## src/rtl/hazard_control_unit_pkg.sv

```systemverilog
// Shared encodings for the hazard control unit: FSM states and forwarding mux selects.
package hazard_control_unit_pkg;

  typedef enum logic [1:0] {
    ST_IDLE = 2'b00,
    ST_MUL  = 2'b01,
    ST_MEMW = 2'b10
  } hcu_state_e;

  localparam logic [1:0] FWD_RF = 2'b00;
  localparam logic [1:0] FWD_W  = 2'b01;
  localparam logic [1:0] FWD_M  = 2'b10;

endpackage

```

## src/rtl/hazard_control_unit_if.sv

```systemverilog
// Pipeline-side bundle for the hazard unit: stage register IDs, handshakes and control outputs.
interface hazard_control_unit_if;
  logic [4:0] Rs1D, Rs2D;
  logic [4:0] Rs1E, Rs2E, RdE;
  logic [4:0] RdM, RdW;
  logic       ResultSrcE0, MulE, PCSrcE;
  logic       RegWriteM, RegWriteW;
  logic       DMemReqM, DMemReadyM;
  logic [1:0] ForwardAE, ForwardBE;
  logic       StallF, StallD, StallE, StallM;
  logic       FlushD, FlushE;
  logic       BubbleM, BubbleW;
  logic       MulBusy, MemTimeout;

  modport master (
    output Rs1D, Rs2D, Rs1E, Rs2E, RdE, RdM, RdW,
    output ResultSrcE0, MulE, PCSrcE, RegWriteM, RegWriteW, DMemReqM, DMemReadyM,
    input  ForwardAE, ForwardBE, StallF, StallD, StallE, StallM,
    input  FlushD, FlushE, BubbleM, BubbleW, MulBusy, MemTimeout
  );

  modport slave (
    input  Rs1D, Rs2D, Rs1E, Rs2E, RdE, RdM, RdW,
    input  ResultSrcE0, MulE, PCSrcE, RegWriteM, RegWriteW, DMemReqM, DMemReadyM,
    output ForwardAE, ForwardBE, StallF, StallD, StallE, StallM,
    output FlushD, FlushE, BubbleM, BubbleW, MulBusy, MemTimeout
  );
endinterface

```

## src/rtl/hazard_control_unit_forward_select.sv

```systemverilog
// Forwarding comparator for one execute-stage source register; M-stage result wins over W.
module forward_select
  import hazard_control_unit_pkg::*;
(
  input  logic [4:0] i_rs,
  input  logic [4:0] i_rd_m,
  input  logic [4:0] i_rd_w,
  input  logic       i_regwrite_m,
  input  logic       i_regwrite_w,
  output logic [1:0] o_fwd
);

  always_comb begin
    o_fwd = FWD_RF;
    if ((i_rs != 5'd0) && (i_rs == i_rd_m) && i_regwrite_m) begin
      o_fwd = FWD_M;
    end else if ((i_rs != 5'd0) && (i_rs == i_rd_w) && i_regwrite_w) begin
      o_fwd = FWD_W;
    end
  end

endmodule

```

## src/rtl/hazard_control_unit.sv

```systemverilog
// Hazard controller: forwarding selects, load-use / multiply / memory-wait stalls and flushes.
module hazard_control_unit
  import hazard_control_unit_pkg::*;
#(
  parameter int MUL_LAT     = 5,
  parameter int MEM_TIMEOUT = 16
) (
  input  logic                  clk,
  input  logic                  rst,
  hazard_control_unit_if.slave  hz
);

  localparam logic [3:0] MUL_LAST  = 4'(MUL_LAT - 1);
  localparam logic [7:0] MEM_MAX   = 8'(MEM_TIMEOUT);
  localparam bit         MUL_MULTI = (MUL_LAT > 1);

  hcu_state_e r_state, w_state_nxt;
  logic [3:0] r_mul_cnt, w_mul_cnt_nxt;
  logic [7:0] r_mem_cnt, w_mem_cnt_nxt;
  logic       r_timeout, w_timeout_nxt;
  logic       r_mul_susp, w_mul_susp_nxt;
  logic [1:0] w_fwd_a, w_fwd_b;
  logic       w_mem_stall, w_mul_stall, w_lw_stall;

  forward_select u_fwd_a (
    .i_rs(hz.Rs1E), .i_rd_m(hz.RdM), .i_rd_w(hz.RdW),
    .i_regwrite_m(hz.RegWriteM), .i_regwrite_w(hz.RegWriteW), .o_fwd(w_fwd_a)
  );

  forward_select u_fwd_b (
    .i_rs(hz.Rs2E), .i_rd_m(hz.RdM), .i_rd_w(hz.RdW),
    .i_regwrite_m(hz.RegWriteM), .i_regwrite_w(hz.RegWriteW), .o_fwd(w_fwd_b)
  );

  assign w_mem_stall = hz.DMemReqM & ~hz.DMemReadyM;
  assign w_lw_stall  = hz.ResultSrcE0 & (hz.RdE != 5'd0) &
                       ((hz.RdE == hz.Rs1D) | (hz.RdE == hz.Rs2D));
  assign w_mul_stall = hz.MulE & (((r_state == ST_IDLE) & MUL_MULTI) |
                                  ((r_state == ST_MUL) & (r_mul_cnt < MUL_LAST)));

  always_ff @(posedge clk or negedge rst) begin
    if (!rst) begin
      r_state    <= ST_IDLE;
      r_mul_cnt  <= '0;
      r_mem_cnt  <= '0;
      r_timeout  <= 1'b0;
      r_mul_susp <= 1'b0;
    end else begin
      r_state    <= w_state_nxt;
      r_mul_cnt  <= w_mul_cnt_nxt;
      r_mem_cnt  <= w_mem_cnt_nxt;
      r_timeout  <= w_timeout_nxt;
      r_mul_susp <= w_mul_susp_nxt;
    end
  end

  // A memory wait entered from MUL parks mul_cnt and remembers to resume the multiply.
  always_comb begin
    w_state_nxt    = r_state;
    w_mul_cnt_nxt  = r_mul_cnt;
    w_mem_cnt_nxt  = r_mem_cnt;
    w_mul_susp_nxt = r_mul_susp;
    case (r_state)
      ST_IDLE: begin
        if (w_mem_stall) begin
          w_state_nxt    = ST_MEMW;
          w_mem_cnt_nxt  = 8'd1;
          w_mul_susp_nxt = 1'b0;
        end else if (hz.MulE && MUL_MULTI) begin
          w_state_nxt   = ST_MUL;
          w_mul_cnt_nxt = 4'd1;
        end
      end
      ST_MUL: begin
        if (w_mem_stall) begin
          w_state_nxt    = ST_MEMW;
          w_mem_cnt_nxt  = 8'd1;
          w_mul_susp_nxt = 1'b1;
        end else if (r_mul_cnt == MUL_LAST) begin
          w_state_nxt   = ST_IDLE;
          w_mul_cnt_nxt = '0;
        end else begin
          w_mul_cnt_nxt = r_mul_cnt + 4'd1;
        end
      end
      ST_MEMW: begin
        if (hz.DMemReadyM) begin
          w_state_nxt    = r_mul_susp ? ST_MUL : ST_IDLE;
          w_mem_cnt_nxt  = '0;
          w_mul_susp_nxt = 1'b0;
        end else if (r_mem_cnt < MEM_MAX) begin
          w_mem_cnt_nxt = r_mem_cnt + 8'd1;
        end
      end
      default: begin
        w_state_nxt    = ST_IDLE;
        w_mul_cnt_nxt  = '0;
        w_mem_cnt_nxt  = '0;
        w_mul_susp_nxt = 1'b0;
      end
    endcase
    w_timeout_nxt = r_timeout | (w_mem_cnt_nxt == MEM_MAX);
  end

  // Priority: memory wait, multiply, redirect, load-use; everything reads 0 under reset.
  always_comb begin
    hz.ForwardAE  = rst ? w_fwd_a : FWD_RF;
    hz.ForwardBE  = rst ? w_fwd_b : FWD_RF;
    hz.StallF     = 1'b0;
    hz.StallD     = 1'b0;
    hz.StallE     = 1'b0;
    hz.StallM     = 1'b0;
    hz.FlushD     = 1'b0;
    hz.FlushE     = 1'b0;
    hz.BubbleM    = 1'b0;
    hz.BubbleW    = 1'b0;
    hz.MulBusy    = rst & (r_state != ST_IDLE);
    hz.MemTimeout = rst & r_timeout;
    if (!rst) begin
      hz.StallF = 1'b0;
    end else if (w_mem_stall) begin
      hz.StallF  = 1'b1;
      hz.StallD  = 1'b1;
      hz.StallE  = 1'b1;
      hz.StallM  = 1'b1;
      hz.BubbleW = 1'b1;
    end else if (w_mul_stall) begin
      hz.StallF  = 1'b1;
      hz.StallD  = 1'b1;
      hz.StallE  = 1'b1;
      hz.BubbleM = 1'b1;
    end else if (hz.PCSrcE) begin
      hz.FlushD = 1'b1;
      hz.FlushE = 1'b1;
    end else if (w_lw_stall) begin
      hz.StallF = 1'b1;
      hz.StallD = 1'b1;
      hz.FlushE = 1'b1;
    end
  end

endmodule

```

## src/flat_wrapper.sv

```systemverilog
// flat-port wrapper written by rule: the top's interface ports become plain ports
module hazard_control_unit_flat import hazard_control_unit_pkg::*;
#(
  parameter int MUL_LAT     = 5,
  parameter int MEM_TIMEOUT = 16
)
  (clk, rst, hz_Rs1D, hz_Rs2D, hz_Rs1E, hz_Rs2E, hz_RdE, hz_RdM, hz_RdW, hz_ResultSrcE0, hz_MulE, hz_PCSrcE, hz_RegWriteM, hz_RegWriteW, hz_DMemReqM, hz_DMemReadyM, hz_ForwardAE, hz_ForwardBE, hz_StallF, hz_StallD, hz_StallE, hz_StallM, hz_FlushD, hz_FlushE, hz_BubbleM, hz_BubbleW, hz_MulBusy, hz_MemTimeout);
  hazard_control_unit_if hz_i ();
  input  logic clk;
  input  logic rst;
  input wire logic [$bits(hz_i.Rs1D)-1:0] hz_Rs1D;
  input wire logic [$bits(hz_i.Rs2D)-1:0] hz_Rs2D;
  input wire logic [$bits(hz_i.Rs1E)-1:0] hz_Rs1E;
  input wire logic [$bits(hz_i.Rs2E)-1:0] hz_Rs2E;
  input wire logic [$bits(hz_i.RdE)-1:0] hz_RdE;
  input wire logic [$bits(hz_i.RdM)-1:0] hz_RdM;
  input wire logic [$bits(hz_i.RdW)-1:0] hz_RdW;
  input wire logic [$bits(hz_i.ResultSrcE0)-1:0] hz_ResultSrcE0;
  input wire logic [$bits(hz_i.MulE)-1:0] hz_MulE;
  input wire logic [$bits(hz_i.PCSrcE)-1:0] hz_PCSrcE;
  input wire logic [$bits(hz_i.RegWriteM)-1:0] hz_RegWriteM;
  input wire logic [$bits(hz_i.RegWriteW)-1:0] hz_RegWriteW;
  input wire logic [$bits(hz_i.DMemReqM)-1:0] hz_DMemReqM;
  input wire logic [$bits(hz_i.DMemReadyM)-1:0] hz_DMemReadyM;
  output wire logic [$bits(hz_i.ForwardAE)-1:0] hz_ForwardAE;
  output wire logic [$bits(hz_i.ForwardBE)-1:0] hz_ForwardBE;
  output wire logic [$bits(hz_i.StallF)-1:0] hz_StallF;
  output wire logic [$bits(hz_i.StallD)-1:0] hz_StallD;
  output wire logic [$bits(hz_i.StallE)-1:0] hz_StallE;
  output wire logic [$bits(hz_i.StallM)-1:0] hz_StallM;
  output wire logic [$bits(hz_i.FlushD)-1:0] hz_FlushD;
  output wire logic [$bits(hz_i.FlushE)-1:0] hz_FlushE;
  output wire logic [$bits(hz_i.BubbleM)-1:0] hz_BubbleM;
  output wire logic [$bits(hz_i.BubbleW)-1:0] hz_BubbleW;
  output wire logic [$bits(hz_i.MulBusy)-1:0] hz_MulBusy;
  output wire logic [$bits(hz_i.MemTimeout)-1:0] hz_MemTimeout;
  assign hz_i.Rs1D = hz_Rs1D;
  assign hz_i.Rs2D = hz_Rs2D;
  assign hz_i.Rs1E = hz_Rs1E;
  assign hz_i.Rs2E = hz_Rs2E;
  assign hz_i.RdE = hz_RdE;
  assign hz_i.RdM = hz_RdM;
  assign hz_i.RdW = hz_RdW;
  assign hz_i.ResultSrcE0 = hz_ResultSrcE0;
  assign hz_i.MulE = hz_MulE;
  assign hz_i.PCSrcE = hz_PCSrcE;
  assign hz_i.RegWriteM = hz_RegWriteM;
  assign hz_i.RegWriteW = hz_RegWriteW;
  assign hz_i.DMemReqM = hz_DMemReqM;
  assign hz_i.DMemReadyM = hz_DMemReadyM;
  assign hz_ForwardAE = hz_i.ForwardAE;
  assign hz_ForwardBE = hz_i.ForwardBE;
  assign hz_StallF = hz_i.StallF;
  assign hz_StallD = hz_i.StallD;
  assign hz_StallE = hz_i.StallE;
  assign hz_StallM = hz_i.StallM;
  assign hz_FlushD = hz_i.FlushD;
  assign hz_FlushE = hz_i.FlushE;
  assign hz_BubbleM = hz_i.BubbleM;
  assign hz_BubbleW = hz_i.BubbleW;
  assign hz_MulBusy = hz_i.MulBusy;
  assign hz_MemTimeout = hz_i.MemTimeout;
  hazard_control_unit #(.MUL_LAT(MUL_LAT), .MEM_TIMEOUT(MEM_TIMEOUT)) u_core (.clk(clk), .rst(rst), .hz(hz_i));
endmodule
```

## config.mk

```make
export PLATFORM = sky130hd
export DESIGN_NAME = hazard_control_unit_flat
export DESIGN_NICKNAME = d
export VERILOG_FILES = /design/src/rtl/hazard_control_unit_pkg.sv /design/src/rtl/hazard_control_unit_if.sv /design/src/rtl/hazard_control_unit_forward_select.sv /design/src/rtl/hazard_control_unit.sv /design/src/flat_wrapper.sv
export SDC_FILE = /design/constraint.sdc
export NUM_CORES = 1
export LEC_CHECK = 0
export ABC_CLOCK_PERIOD_IN_PS = 2900
export BUFFER_PORTS_ARGS = -buffer_cell sky130_fd_sc_hd__buf_4
export CORE_MARGIN = 2
export CORE_UTILIZATION = 48
export CTS_BUF_LIST = sky130_fd_sc_hd__clkbuf_16
export DETAILED_ROUTE_END_ITERATION = 6
export PLACE_DENSITY = 0.86
export SYNTH_ARGS = -nofsm -noshare
export SYNTH_HDL_FRONTEND = slang
export SYNTH_SLANG_ARGS = --single-unit
```

## constraint.sdc

```tcl
create_clock -name clk -period 2.9 [get_ports clk]
set_input_delay 0.725 -clock clk [delete_from_list [all_inputs] [get_ports clk]]
set_output_delay 0.725 -clock clk [all_outputs]
set_load 0.1 [all_outputs]
```

==> metrics.md, run 1 <==
| Metric | Value |
|---|---|
| Outcome | complete, no violations |
| Minimum clock period | about 2800 ps |
| First-pass GRT wire length | ~6000 um |
| Num CTS Buffers | 3 |
| Diode count | 0 |
| Synth Cell Area | 1381 um^2 |
| # Post-CTS Setup Buffers | 0 |
| Final hold vios | 0 |
| Crit path largest cell delay | ~550 ps |
| Crit-path leading delay family | simple AND/OR/NAND/NOR gates |
| Worst Skew | roughly 4.7 ps |
| I/O Buffers | 57 |
| First-pass detailed-route iteration total | 4 |
| Io pins | 58 |
| CTS tree | yes |
| Ys Warns | 0 |
| GR Util All Layers | 0.2273 |
| CP bufs+invs | 2 |
| Max Fclk | between 300 and 400 MHz |
| Clock root cell | clkbuf_16 |
| Final worst-path cycle share | 0.9704 |
| Fill cells | between 150 and 200 |
| GPL Wtd Cong | between 0.8 and 0.9 |
| Routed vias/inst | roughly 5.6 |
| CP Class | primary input to primary output |
| Final WL | between 3000 and 4000 um |
| Placeable Area | roughly 2700 um^2 |
| Synth Register Bits | 16 |
| Drt wl/cell | about 14 um |
| Max Slew Vio Count | 0 |
| H-tree Lvls | 1 |
| Grt total ovfl | 0 |
| Setup TNS | 0 ps |
| CP Capture Type | primary output |
| Cell count after synthesis | between 150 and 200 |
| Pwr per Cell Area | between 500 and 600 nW/um^2 |
| Data arrival time of the worst path | between 2000 and 2500 ps |
| Post-detail-place hpwl | between 2000 and 3000 um |
| Post-synth EDFFs | 0 |
| Pin count of the biggest net entering global routing | 18 |
| Leakage Power | around 0.00090 uW |
| Drt drc | 0 |
| Die footprint | 3323 um^2 |
| Cell variety after synth | 42 |
| Initial Util | 0.5053 |
| Hold Crit Class | primary input to asynchronous set/reset pin |
| Die Height | 57.65 um |
| Synth Flop Type | dfrtp_1 |
| Crit path max fanout | 3 |
| # clock sinks | 16 |
| RSZ-0062 raised after global routing | false |
| Total power | ~1100 uW |
| Quantity of hold-fixing buffers added after cts | 0 |
| CP Cell Sequence | buf_4 > or4_4 > nor2_4 > nor4_4 > nor4_4 > buf_4 |
| Crit path required time | around 2200 ps |
| Max IR drop VDD | ~0.45 mV |
| Register area share after synthesis | 0.2899 |
| Chip width | between 50 and 60 um |
| Initial antenna violation count | 0 |
| Layout area overhead | 46.29% |
| Final ANT Viol Nets | 0 |
| Syn_nets | around 210 |
| Setup violators final | 0 |
| Worst-Margin Slew | approximately 480 ps |
| Average size of a mapped cell | around 8.6 um^2 |
| Slew headroom | 0.6765 |
| Synth async-reset ratio | 1.000 |
| # rows | 19 |
| CP max-delay cell | or4_4 |
| Clk_lat worst skew | roughly 250 ps |
| Element type at the critical path start | primary input |
| Nets@finish | between 200 and 300 |
| Share of cells above drive strength 1 | 0.3779 |
| Vias | roughly 1,400 |
| CTS max path bufs | 2 |
| Starting DRT DRC Count | 45 |
| Number of global-route vias before repair | ~1,400 |
| Reg clk slew, reported paths | about 50 ps |
| Max cap viols | 0 |
[cells by family (layout without fill, tap and decap cells)]
kind of cell,after synthesis,in the layout,synth area share
mux,1,1,0.008152
simple gates,64,64,0.2636
xor+xnor,30,30,0.1902
buf+inv,12,69,0.04709
flops,16,16,0.2899
fa+ha+maj,3,3,0.02718
compound gates,34,34,0.1739
[registers in the layout, summed over array words and instances (netlist names)]
| name | count |
|---|---|
| u_core.r_mul_susp | 1 |
| u_core.r_mul_cnt | 4 |
| u_core.r_timeout | 1 |
| u_core.r_mem_cnt | 8 |
| u_core.r_state | 2 |
[cell usage after synthesis, types with 4 or more instances]
| cell type | n | area share |
|---|---|---|
| xnor2_1 | 20 | 0.13 |
| dfrtp_1 | 16 | 0.29 |
| nand2_1 | 14 | 0.038 |
| xor2_1 | 10 | 0.063 |
| o21ai_0 | 9 | 0.033 |
| a21oi_1 | 8 | 0.029 |
| nor2_1 | 8 | 0.022 |
| and2_1 | 6 | 0.027 |
| inv_1 | 6 | 0.016 |
| nand3_1 | 6 | 0.022 |
| nor3_1 | 5 | 0.018 |
| nand4_1 | 4 | 0.018 |
| nor4_1 | 4 | 0.018 |
[per-layer routing]
| layer | wire (um) | vias to the layer above | track usage | part of all wire |
|---|---|---|---|---|
| met2 | 1995 | 51 | 0.4464 | 0.56 |
| li1 | - | 683 | - | - |
| met1 | 1312 | 660 | 0.2450 | 0.37 |
| met5 | 0 | - | 0 | 0 |
| met3 | 208 | 4 | 0.04018 | 0.059 |
| met4 | 38 | 0 | 0.06312 | 0.011 |
[area by class of cell]
cell class	count	area, um^2	share of cell area
inverters	6	22.52	0.01115
multi-input cells	132	1037	0.5133
clock buffers	3	75.07	0.03715
clock inverters	1	3.754	0.001858
repair buffers	59	442.9	0.2192
flip-flops and latches	16	400.4	0.1981
well taps	31	38.79	0.01920
[final timing paths]
check / startpoint / cells after the start / to / slack [ps]
max: hz_Rs2E[0] / 6 / hz_ForwardBE[0] / 90
max reg2reg: u_core.r_state[1] / 5 / u_core.r_timeout / 1100
min reg2reg: u_core.r_timeout / 1 / u_core.r_timeout / 480
max in group asynchronous: rst / 2 / u_core.r_mem_cnt[4] / 2190
min in group clk: u_core.r_timeout / 1 / u_core.r_timeout / 480
min: rst / 1 / u_core.r_mul_susp / 330
[where the power goes]
part | switching [uW] | total, uW | internal [uW]
combinational | 267 | 451 | 184
clock | 85.0 | 268 | 183
sequential | 66.9 | 335 | 268
total | 419 | 1050 | 635
[worst register-to-register path, cell delays in order (launching register included)]
cell and delay [ps]:
dfrtp_1 580, or3b_1 520, a21oi_1 150, o21ai_0 90, o21a_1 130, a41o_1 210
[repair_timing]
| item | CTS | global route |
|---|---|---|
| gates resized for setup | 0 | 2 |
| endpoints found under the setup margin | 0 | 3 |
| hold endpoints to repair | 0 | 0 |
[cell usage in the layout (no fill, tap or decap), types with 3 or more instances in the layout]
cell type,synthesis,final
and2_1,6,5
xnor2_1,20,20
clkbuf_16,0,3
nand2b_1,3,3
nand2_1,14,14
nor2b_1,3,3
buf_4,3,59
inv_1,6,6
nand3_1,6,6
xor2_1,10,10
nor4_4,1,5
o22ai_1,3,3
o21a_1,3,3
ha_1,3,3
nand4_1,4,4
nor3_1,5,5
nor2_1,8,5
a21oi_1,8,7
dfrtp_1,16,16
o21ai_0,9,8
[through the flow]
stage          setup WS, ps  area, um^2    util  instances  hold WS (ps)
6_report              85.77        2021  0.7391        248         325.0
4_1_cts               53.36        2017  0.7378        248         331.7
3_3_place_gp          79.76        1938  0.7089        244         441.7
5_1_grt               23.76        2021  0.7391        248         329.4
3_5_place_dp          64.72        1938  0.7089        244         472.4
2_1_floorplan        -291.6        1499       -        160         429.0
Power figures use the tool's default switching activity.
==> run 2, diff against run 1 <==
Settings changed: BUFFER_PORTS_ARGS -buffer_cell sky130_fd_sc_hd__buf_4 to default, CORE_UTILIZATION 48 to 55, DONT_BUFFER_PORTS from default to 1, PLACE_DENSITY 0.86 to 0.76.
==> metrics.md, run 2 (synthesis gave the netlist of run 1 again) <==
| Metric | Value |
|---|---|
| Die Height | 54.12 um (-6.1%) |
| Vias | 1,228 (-12%) |
| GPL Wtd Cong | 0.8891 (+4.6%) |
| Clk_lat worst skew | 240 ps (about the same) |
| Drt drc | 0 (unchanged) |
| Initial antenna violation count | 0 (unchanged) |
| CTS tree | yes |
| CP Capture Type | primary output |
| Top reg by flops | u_core.r_mem_cnt |
| Initial Util | 0.5679 (+0.06264) |
| Layout area overhead | 28.17% |
| Most common cell after layout, fill and taps aside | xnor2_1 |
| Leakage Power | 0.0006985 uW (-22%) |
| Max Slew Vio Count | 0 (unchanged) |
| Final ANT Viol Nets | 0 (unchanged) |
| Hold Crit Class | primary input to asynchronous set/reset pin |
| Worst Skew | 1.716 ps (-2.941 ps) |
| Data arrival time of the worst path | 1960 ps (-130 ps) |
| Chip width | 54.12 um (-6.1%) |
| Max Fclk | 372.7 MHz (+4.9%) |
| Biggest regs | u_core.r_mem_cnt (8), u_core.r_mul_cnt (4), u_core.r_state (2) |
| Placeable Area | 2432 um^2 (-11%) |
| Clock root cell | clkbuf_16 |
| M1 wire length | 1191 um (-9.2%) |
| Outcome | complete, no violations |
| Share of cells above drive strength 1 | 0.2047 (-0.1732) |
| Slew headroom | 0.6596 (-0.01691) |
| Element type at the critical path start | primary input |
| # clock sinks | 16 (unchanged) |
| I/O Buffers | 0 (-100%) |
| Max IR drop VDD | 0.3608 mV (-19%) |
| RSZ-0062 raised after global routing | false |
| First-pass detailed-route iteration total | 4 (unchanged) |
| Num CTS Buffers | 3 (unchanged) |
| Post-detail-place hpwl | 2597 um (-13%) |
| Max cap viols | 0 (unchanged) |
| # rows | 18 (-1) |
| Final worst-path cycle share | 0.9252 (-0.04522) |
| Routed vias/inst | 6.109 (+8.4%) |
| Die footprint | 2928 um^2 (-12%) |
| Fin Hold WS | 172.5 ps (-152.5 ps) |
| Setup violators final | 0 (unchanged) |
| Worst-Margin Slew | 509.5 ps (+25.32 ps) |
| H-tree Lvls | 1 (unchanged) |
| CTS max path bufs | 2 (unchanged) |
| WL met3 | 221 um (+6.3%) |
| Diode count | 0 (unchanged) |
| Quantity of hold-fixing buffers added after cts | 0 (unchanged) |
| First-pass GRT wire length | 5126 um (-14%) |
| Crit path max fanout | 3 (unchanged) |
| Number of global-route vias before repair | 1,240 (-13%) |
| Pwr per Cell Area | 564.8 nW/um^2 (+8.3%) |
| GR Util All Layers | 0.2435 (+0.01621) |
| Post-CTS sizing | 0 (unchanged) |
| Grt total ovfl | 0 (unchanged) |
| Final WL | 3145 um (-12%) |
| # Post-CTS Setup Buffers | 0 (unchanged) |
| Nets@finish | 219 (-17%) |
| Reg clk slew, reported paths | 50 ps (about the same) |
| Top sig layer | met4 |
| Setup TNS | 0 ps (unchanged) |
| Max FFs per register | 8 (unchanged) |
| Minimum clock period | 2683 ps (-131.1 ps) |
| Pin count of the biggest net entering global routing | 28 (+10) |
| CP Class | primary input to primary output |
| Starting DRT DRC Count | 14 (-69%) |
| Io pins | 58 (unchanged) |
| Drt wl/cell | 15.65 um (+9.2%) |
| Routed wire length on met2 | 1683 um (-16%) |
| Crit path required time | 2170 ps (about the same) |
| Commonest cells after routing, fill and taps aside | xnor2_1, dfrtp_1, nand2_1 |
| Final hold vios | 0 (unchanged) |
==> run 2: cell count changes in the layout (fill, tap and decap cells not counted), sizes merged <==
| cell | delta |
|---|---|
| buf | -46 |
==> run 2: cell type report <==
cell class / count / area [um^2]
clock buffer: 3 / 75.07
multi-input combinational: 132 / 1033
tap: 30 / 37.54
clock inverter: 1 / 3.754
inverter: 6 / 22.52
timing repair buffer: 13 / 197.7
fill: 162 / 661.9
sequential: 16 / 400.4
==> run 2: final timing paths <==
check | start | to | slack (ps) | cells after the start
max in group asynchronous | rst | u_core.r_timeout | 2650 | 0
worst max-delay path | hz_RdE[0] | hz_FlushE | 220 | 5
worst min-delay path | rst | u_core.r_mul_cnt[1] | 170 | 0
worst min register to register | u_core.r_timeout | u_core.r_timeout | 460 | 1
worst max register to register | u_core.r_state[1] | u_core.r_timeout | 1080 | 5
min in group clk | u_core.r_timeout | u_core.r_timeout | 460 | 1
==> run 2: worst max-delay path, cell delays in order <==
cell and delay, ps:
or4_1 520, o21ai_0 170, a21oi_1 90, o2111a_1 280, buf_12 170
==> run 2: report_power, final <==
group	switching (uW)	internal [uW]	total [uW]
combinational	237	160	397
sequential	68.9	268	337
clock	83.2	183	266
total	389	611	1000
==> run 2: per-stage QoR <==
stage | power [uW] | area (um^2) | worst slack, ps | util | cells
2_1_floorplan | 664.2 | 1499 | -291.6 | - | 160
3_3_place_gp | 715.0 | 1692 | 273.5 | 0.6955 | 197
3_5_place_dp | 733.1 | 1692 | 230.7 | 0.6955 | 197
4_1_cts | 1002 | 1770 | 227.7 | 0.7279 | 201
5_1_grt | 1063 | 1770 | 135.7 | 0.7279 | 201
6_report | 999.9 | 1770 | 216.9 | 0.7279 | 201
==> run 2: routing by layer <==
layer  vias up  global-route usage
met5         -                   0
met4         0             0.09583
met3         6             0.06111
met2        58              0.4370
met1       571              0.2735
li1        593                   -
